**src/rtl/uart_pkg.sv**
```systemverilog
// Shared UART definitions: receiver/transmitter state encoding and bit-timing math.
package uart_pkg;

    typedef enum logic [2:0] {
        ST_IDLE      = 3'd0,
        ST_START     = 3'd1,
        ST_DATA      = 3'd2,
        ST_STOP      = 3'd3,
        ST_WAIT_IDLE = 3'd4
    } uart_state_t;

    // System clocks per line bit (integer division, truncating).
    function automatic int clks_per_bit(input int clk_hz, input int baud);
        return clk_hz / baud;
    endfunction

    // Clocks from the start-bit falling edge to the middle of the start bit.
    function automatic int half_bit(input int cpb);
        return cpb / 2;
    endfunction

endpackage

```
**src/rtl/uart_rx_fifo.sv**
```systemverilog
// Small receive FIFO: registered storage, extra pointer bit distinguishes full from empty.
module uart_rx_fifo
    import uart_pkg::*;
#(
    parameter int DEPTH = 4
) (
    input  logic       clk,
    input  logic       resetn,
    input  logic       push,
    input  logic       pop,
    input  logic [7:0] wdata,
    output logic [7:0] rdata,
    output logic       full,
    output logic       empty
);

    localparam int AW = $clog2(DEPTH);

    logic [7:0]  mem_r [DEPTH];
    logic [AW:0] wr_ptr_r;
    logic [AW:0] rd_ptr_r;
    logic [AW:0] wr_ptr_s;
    logic [AW:0] rd_ptr_s;
    logic        full_r;
    logic        empty_r;
    logic        do_push_s;
    logic        do_pop_s;

    // Accept pop only when data exists; a push into a full FIFO needs a same-cycle pop.
    always_comb begin
        do_pop_s  = pop & ~empty_r;
        do_push_s = push & (~full_r | do_pop_s);
        wr_ptr_s  = wr_ptr_r + {{AW{1'b0}}, do_push_s};
        rd_ptr_s  = rd_ptr_r + {{AW{1'b0}}, do_pop_s};
    end

    // Pointer, flag and storage registers; storage is cleared so the head reads zero after reset.
    always_ff @(posedge clk) begin
        if (!resetn) begin
            wr_ptr_r <= '0;
            rd_ptr_r <= '0;
            full_r   <= 1'b0;
            empty_r  <= 1'b1;
            for (int i = 0; i < DEPTH; i++) begin
                mem_r[i] <= 8'h00;
            end
        end else begin
            wr_ptr_r <= wr_ptr_s;
            rd_ptr_r <= rd_ptr_s;
            empty_r  <= (wr_ptr_s == rd_ptr_s);
            full_r   <= (wr_ptr_s[AW] != rd_ptr_s[AW]) &&
                        (wr_ptr_s[AW-1:0] == rd_ptr_s[AW-1:0]);
            if (do_push_s) begin
                mem_r[wr_ptr_r[AW-1:0]] <= wdata;
            end else begin
                mem_r[wr_ptr_r[AW-1:0]] <= mem_r[wr_ptr_r[AW-1:0]];
            end
        end
    end

    assign rdata = mem_r[rd_ptr_r[AW-1:0]];
    assign full  = full_r;
    assign empty = empty_r;

endmodule

```
**src/rtl/uart_rx.sv**
```systemverilog
// 8N1 UART receiver: synchronizer, mid-bit sampling FSM, sticky error flags, receive FIFO.
module uart_rx
    import uart_pkg::*;
#(
    parameter int CLK_HZ     = 12000000,
    parameter int BAUD       = 115200,
    parameter int FIFO_DEPTH = 4
) (
    input  logic       clk,
    input  logic       resetn,
    input  logic       rx,
    output logic [7:0] rx_data,
    output logic       rx_valid,
    input  logic       rx_pop,
    output logic       frame_err,
    output logic       overrun,
    input  logic       err_clr,
    output logic       busy
);

    localparam int CLKS_PER_BIT = clks_per_bit(CLK_HZ, BAUD);
    localparam int HALF         = half_bit(CLKS_PER_BIT);
    localparam int CW           = $clog2(CLKS_PER_BIT) + 1;
    localparam logic [CW-1:0] BIT_END  = CW'(CLKS_PER_BIT - 1);
    localparam logic [CW-1:0] HALF_END = CW'(HALF - 1);

    uart_state_t state_r, state_s;
    logic [CW-1:0] cnt_r, cnt_s;
    logic [2:0]    bit_r, bit_s;
    logic [7:0]    shift_r, shift_s;
    logic          sync1_r;
    logic          rxs_r;
    logic          push_s;
    logic          frame_evt_s;
    logic          overrun_evt_s;
    logic          fifo_full_s;
    logic          fifo_empty_s;
    logic          frame_err_r;
    logic          overrun_r;
    logic          busy_r;

    // Two-flop synchronizer for the asynchronous line; idles high out of reset.
    always_ff @(posedge clk) begin
        if (!resetn) begin
            sync1_r <= 1'b1;
            rxs_r   <= 1'b1;
        end else begin
            sync1_r <= rx;
            rxs_r   <= sync1_r;
        end
    end

    // Next-state logic: start qualification at half bit, then one sample per bit period.
    always_comb begin
        state_s     = state_r;
        cnt_s       = cnt_r + CW'(1);
        bit_s       = bit_r;
        shift_s     = shift_r;
        push_s      = 1'b0;
        frame_evt_s = 1'b0;
        case (state_r)
            ST_IDLE: begin
                cnt_s = '0;
                if (!rxs_r) begin
                    state_s = ST_START;
                    bit_s   = 3'd0;
                end else begin
                    state_s = ST_IDLE;
                end
            end
            ST_START: begin
                if (cnt_r == HALF_END) begin
                    cnt_s = '0;
                    if (rxs_r) begin
                        state_s = ST_IDLE;
                    end else begin
                        state_s = ST_DATA;
                    end
                end else begin
                    state_s = ST_START;
                end
            end
            ST_DATA: begin
                if (cnt_r == BIT_END) begin
                    cnt_s   = '0;
                    shift_s = {rxs_r, shift_r[7:1]};
                    bit_s   = bit_r + 3'd1;
                    if (bit_r == 3'd7) begin
                        state_s = ST_STOP;
                    end else begin
                        state_s = ST_DATA;
                    end
                end else begin
                    state_s = ST_DATA;
                end
            end
            ST_STOP: begin
                if (cnt_r == BIT_END) begin
                    cnt_s = '0;
                    if (rxs_r) begin
                        push_s  = 1'b1;
                        state_s = ST_IDLE;
                    end else begin
                        frame_evt_s = 1'b1;
                        state_s     = ST_WAIT_IDLE;
                    end
                end else begin
                    state_s = ST_STOP;
                end
            end
            ST_WAIT_IDLE: begin
                cnt_s = '0;
                if (rxs_r) begin
                    state_s = ST_IDLE;
                end else begin
                    state_s = ST_WAIT_IDLE;
                end
            end
            default: begin
                state_s = ST_IDLE;
                cnt_s   = '0;
            end
        endcase
    end

    // FSM and datapath registers; reset aborts any frame in flight.
    always_ff @(posedge clk) begin
        if (!resetn) begin
            state_r <= ST_IDLE;
            cnt_r   <= '0;
            bit_r   <= 3'd0;
            shift_r <= 8'h00;
            busy_r  <= 1'b0;
        end else begin
            state_r <= state_s;
            cnt_r   <= cnt_s;
            bit_r   <= bit_s;
            shift_r <= shift_s;
            busy_r  <= (state_s != ST_IDLE);
        end
    end

    // A byte is lost only when the FIFO is full and nothing leaves in the same cycle.
    assign overrun_evt_s = push_s & fifo_full_s & ~rx_pop;

    // Sticky error flags; a new event outranks a same-cycle clear.
    always_ff @(posedge clk) begin
        if (!resetn) begin
            frame_err_r <= 1'b0;
            overrun_r   <= 1'b0;
        end else begin
            frame_err_r <= (frame_err_r & ~err_clr) | frame_evt_s;
            overrun_r   <= (overrun_r & ~err_clr) | overrun_evt_s;
        end
    end

    uart_rx_fifo #(
        .DEPTH (FIFO_DEPTH)
    ) u_fifo (
        .clk    (clk),
        .resetn (resetn),
        .push   (push_s),
        .pop    (rx_pop),
        .wdata  (shift_r),
        .rdata  (rx_data),
        .full   (fifo_full_s),
        .empty  (fifo_empty_s)
    );

    assign rx_valid  = ~fifo_empty_s;
    assign frame_err = frame_err_r;
    assign overrun   = overrun_r;
    assign busy      = busy_r;

endmodule

```
**config.mk**
```make
export PLATFORM = sky130hd
export DESIGN_NAME = uart_rx
export DESIGN_NICKNAME = d
export VERILOG_FILES = /design/src/rtl/uart_pkg.sv /design/src/rtl/uart_rx_fifo.sv /design/src/rtl/uart_rx.sv
export SDC_FILE = /design/constraint.sdc
export NUM_CORES = 1
export LEC_CHECK = 0
export CORE_MARGIN = 4
export CORE_UTILIZATION = 59
export CTS_BUF_LIST = sky130_fd_sc_hd__clkbuf_16
export DETAILED_ROUTE_END_ITERATION = 8
export DONT_BUFFER_PORTS = 1
export HOLD_SLACK_MARGIN = 0.15
export MAX_ROUTING_LAYER = met4
export PLACE_DENSITY_LB_ADDON = 0.2
export RECOVER_POWER = 25
export SKIP_LAST_GASP = 1
export SLEW_MARGIN = 15
export SYNTH_ARGS = -nofsm -noshare
export SYNTH_HDL_FRONTEND = slang
export SYNTH_SLANG_ARGS = --single-unit
```
**constraint.sdc**
```tcl
create_clock -name clk -period 2.75 [get_ports clk]
set_input_delay 0.275 -clock clk [delete_from_list [all_inputs] [get_ports clk]]
set_output_delay 0.275 -clock clk [all_outputs]
set_load 0.005 [all_outputs]
```
==> impl_metrics.py <==
metrics = {
    "critical_path": {
        "startpoint": "cnt_r[0]$_SDFF_PN0_",
        "end_kind": "flop",
        "crit_arrival_ps": 2560,
        "endpoint": "u_fifo.empty$_SDFF_PN1_",
        "crit_required_ps": 2990,
        "ff2ff_setup_slack_ps": 440,
        "cp-start-kind": "flop",
        "r2r-end": "u_fifo.empty$_SDFF_PN1_",
        "crit_fanout": 7,
        "rr_worst_depth": 9,
        "worstReg2RegStart": "cnt_r[0]$_SDFF_PN0_",
        "setup.worst_path.class": "flop to flop",
    },
    "clocking": {
        "cts_setup_buffers": 0,
        "cts_tree": "yes",
        "clock_tree.root_cell": "clkbuf_16",
        "numCtsBuffers": 9,
        "cts_sinks": 67,
        "clkSlewWorstSetupHoldPaths_ps": 50,
        "insertion_delay_ps": 330,
        "htree_levels": 3,
        "clockBufferDepth": 2,
    },
    "outcome": {
        "outcome": "completed",
    },
    "global_routing": {
        "grt_max_degree": 25,
        "grt_first_pass_wirelength_mm": 9.163,
        "antenna_found_initial": 0,
        "track_usage": 0.1989,
        "grt_pass1_vias": 1849,
        "grt-ovfl-total": 0,
    },
    "sta": {
        "slew_headroom": 0.6012,
        "slew_viol_final": 0,
        "worst_slew_pin_slew_ps": 598.2,
        "max_freq_mhz": 432.6,
        "fin_worst_skew_ps": 5.794,
        "setup-tns-final_ps": 0,
        "finalCritPeriodShare": 0.8406,
        "grt_setup_unrepaired": "false",
        "setup_violations": 0,
        "hold_violations": 0,
        "fin_crit_ps": 2312,
    },
    "detailed_routing": {
        "drc": 0,
        "routed_wirelength_mm": 5.172,
        "num_vias": 1844,
        "ant_nets": 0,
        "viasPerCell": 5.588,
        "first_pass_iters": 4,
        "drt_iter0_drc": 89,
        "wl_per_cell_um": 15.67,
    },
    "floorplan": {
        "core_area_um2": 4880,
        "die_y_um": 79.91,
        "fp-row-count": 25,
        "initial_core_util": 0.6251,
        "io-pin-count": 17,
        "die_area_um2": 6385,
        "die_w_um": 79.91,
    },
    "synth": {
        "ys_ff_latch": 67,
        "syn_area_um2": 3050,
        "ys_types": 53,
        "ys_seq_area_frac": 0.5447,
        "syn_inst": 254,
        "async_reset_ff_frac": 0,
        "synth_top_area_cell": "edfxtp_1",
        "syn-num-nets": 266,
        "yosys_warnings": 0,
        "synth.area.top_cells": "edfxtp_1, dfxtp_1, mux4_2, and2_1, nor2_1",
        "syn_area_per_cell_um2": 12.01,
        "synth_top_area_share": 0.3150,
        "synth_edf_count": 32,
        "synth_ff_type": "dfxtp_1",
    },
    "place": {
        "placed_cells": 311,
        "dp_hpwl_mm": 3.334,
        "place.gp.congestion": 0.8967,
        "port_buffers": 0,
    },
    "final_layout": {
        "diodes": 0,
        "stdcell_count": 330,
        "num-nets-final": 270,
        "syn_to_final_growth_pct": 10.09,
        "drive_above_1_share": 0.1597,
    },
    "pwr": {
        "powerDensity_nw_per_um2": 639.1,
        "ir_drop_mv": 0.4595,
        "finalPower_mw": 2.146,
        "p_leak_nw": 1.345,
    },
    "hold_path": {
        "hold_path.class": "input port to flop",
    },
    "job": {
        "cap_violations": 0,
    },
}
## how the worst min path moves through the flow
stage,startpoint,to,cells after the start
floorplan,rx,sync1_r$_SDFF_PN1_,1
global placement,resetn,sync1_r$_SDFF_PN1_,1
detailed placement,resetn,rxs_r$_SDFF_PN1_,1
CTS,err_clr,overrun$_SDFF_PN0_,2
global route,err_clr,overrun$_SDFF_PN0_,2
finish,err_clr,overrun$_SDFF_PN0_,2
## routing by layer
layer | global-route usage | share of wire | routed length [µm]
met3 | 0.03837 | 0.037 | 193
met1 | 0.2473 | 0.46 | 2376
met4 | 0.1098 | 0.026 | 133
met2 | 0.3055 | 0.48 | 2467
met5 | - | 0 | 0
## cells in the mapped netlist (all sizes together) (7+ instances only)
cell type  instances
and2              21
and3              18
buf                9
dfxtp             35
edfxtp            32
ha                 7
inv               11
mux2i              8
mux4               8
nand2              8
nand3              7
nor2              27
## registers in the layout, summed over array words and instances, names as in the netlist
signal and flops:
rxs_r 1, frame_err 1, cnt_r 8, state_r 3
shift_r 8, busy 1, u_fifo.wr_ptr_r 3, u_fifo.rd_ptr_r 3
overrun 1, sync1_r 1, u_fifo.full 1, u_fifo.mem_r 32
bit_r 3, u_fifo.empty 1
## kinds of logic after synthesis
kind of cell	count (synthesis)	share of synthesized area
DFF	67	0.5447
adders and majority gates	7	0.02871
xor gates and xnor gates	11	0.03158
AOI/OAI and AO/OA	20	0.04512
buffers and inverters	25	0.04716
and+or+nand+nor	108	0.2174
muxes	16	0.08532
## report_power, final
group / internal, mW / switching, mW
Sequential: 1.07 / 0.0108
Combinational: 0.0202 / 0.0266
Clock: 0.605 / 0.414
Total: 1.69 / 0.451
## cell type report
class                   instances  area (µm²)
clock buffers                   9       225.2
clock inverters                 7       45.04
fillers                       365        1521
inverters                      11       41.29
multi-input cells             162        1241
flip-flops and latches         67        1662
well taps                      67       83.83
repair buffers                  7       60.06
## critical path: stages, from the launching register on
cell	delay [ps]
dfxtp_1	370
ha_1	260
nand4bb_1	150
a2111o_2	530
inv_1	90
ha_1	140
ha_1	150
xor2_1	200
xnor2_1	120
o31ai_1	230
## repair_timing
action | 4_1_cts | 5_1_grt
endpoints found under the hold margin | 15 | 0
hold buffers | 3 | 0
resized for setup | 0 | 0
## layout by cell type (no fill, tap or decap), drive strengths merged, types with 5 or more instances in the layout
cell type	count
dfxtp	35
edfxtp	32
nor2	27
and2	21
and3	18
inv	11
clkbuf	9
mux4	8
nand2	8
mux2i	8
nand3	7
ha	7
xnor2	6
clkinv	6
xor2	5
nand2b	5
## per-stage QoR
stage          cell area (µm²)    util  worst slack [ps]  hold WS, ps
2_1_floorplan             3050       -             435.0        376.5
3_3_place_gp              3062  0.6274             477.5        351.0
3_5_place_dp              3062  0.6274             384.0        353.7
4_1_cts                   3362  0.6890             396.5        192.3
5_1_grt                   3358  0.6882             210.3        204.4
6_report                  3358  0.6882             438.4        196.5
Power figures use the tool's default switching activity.
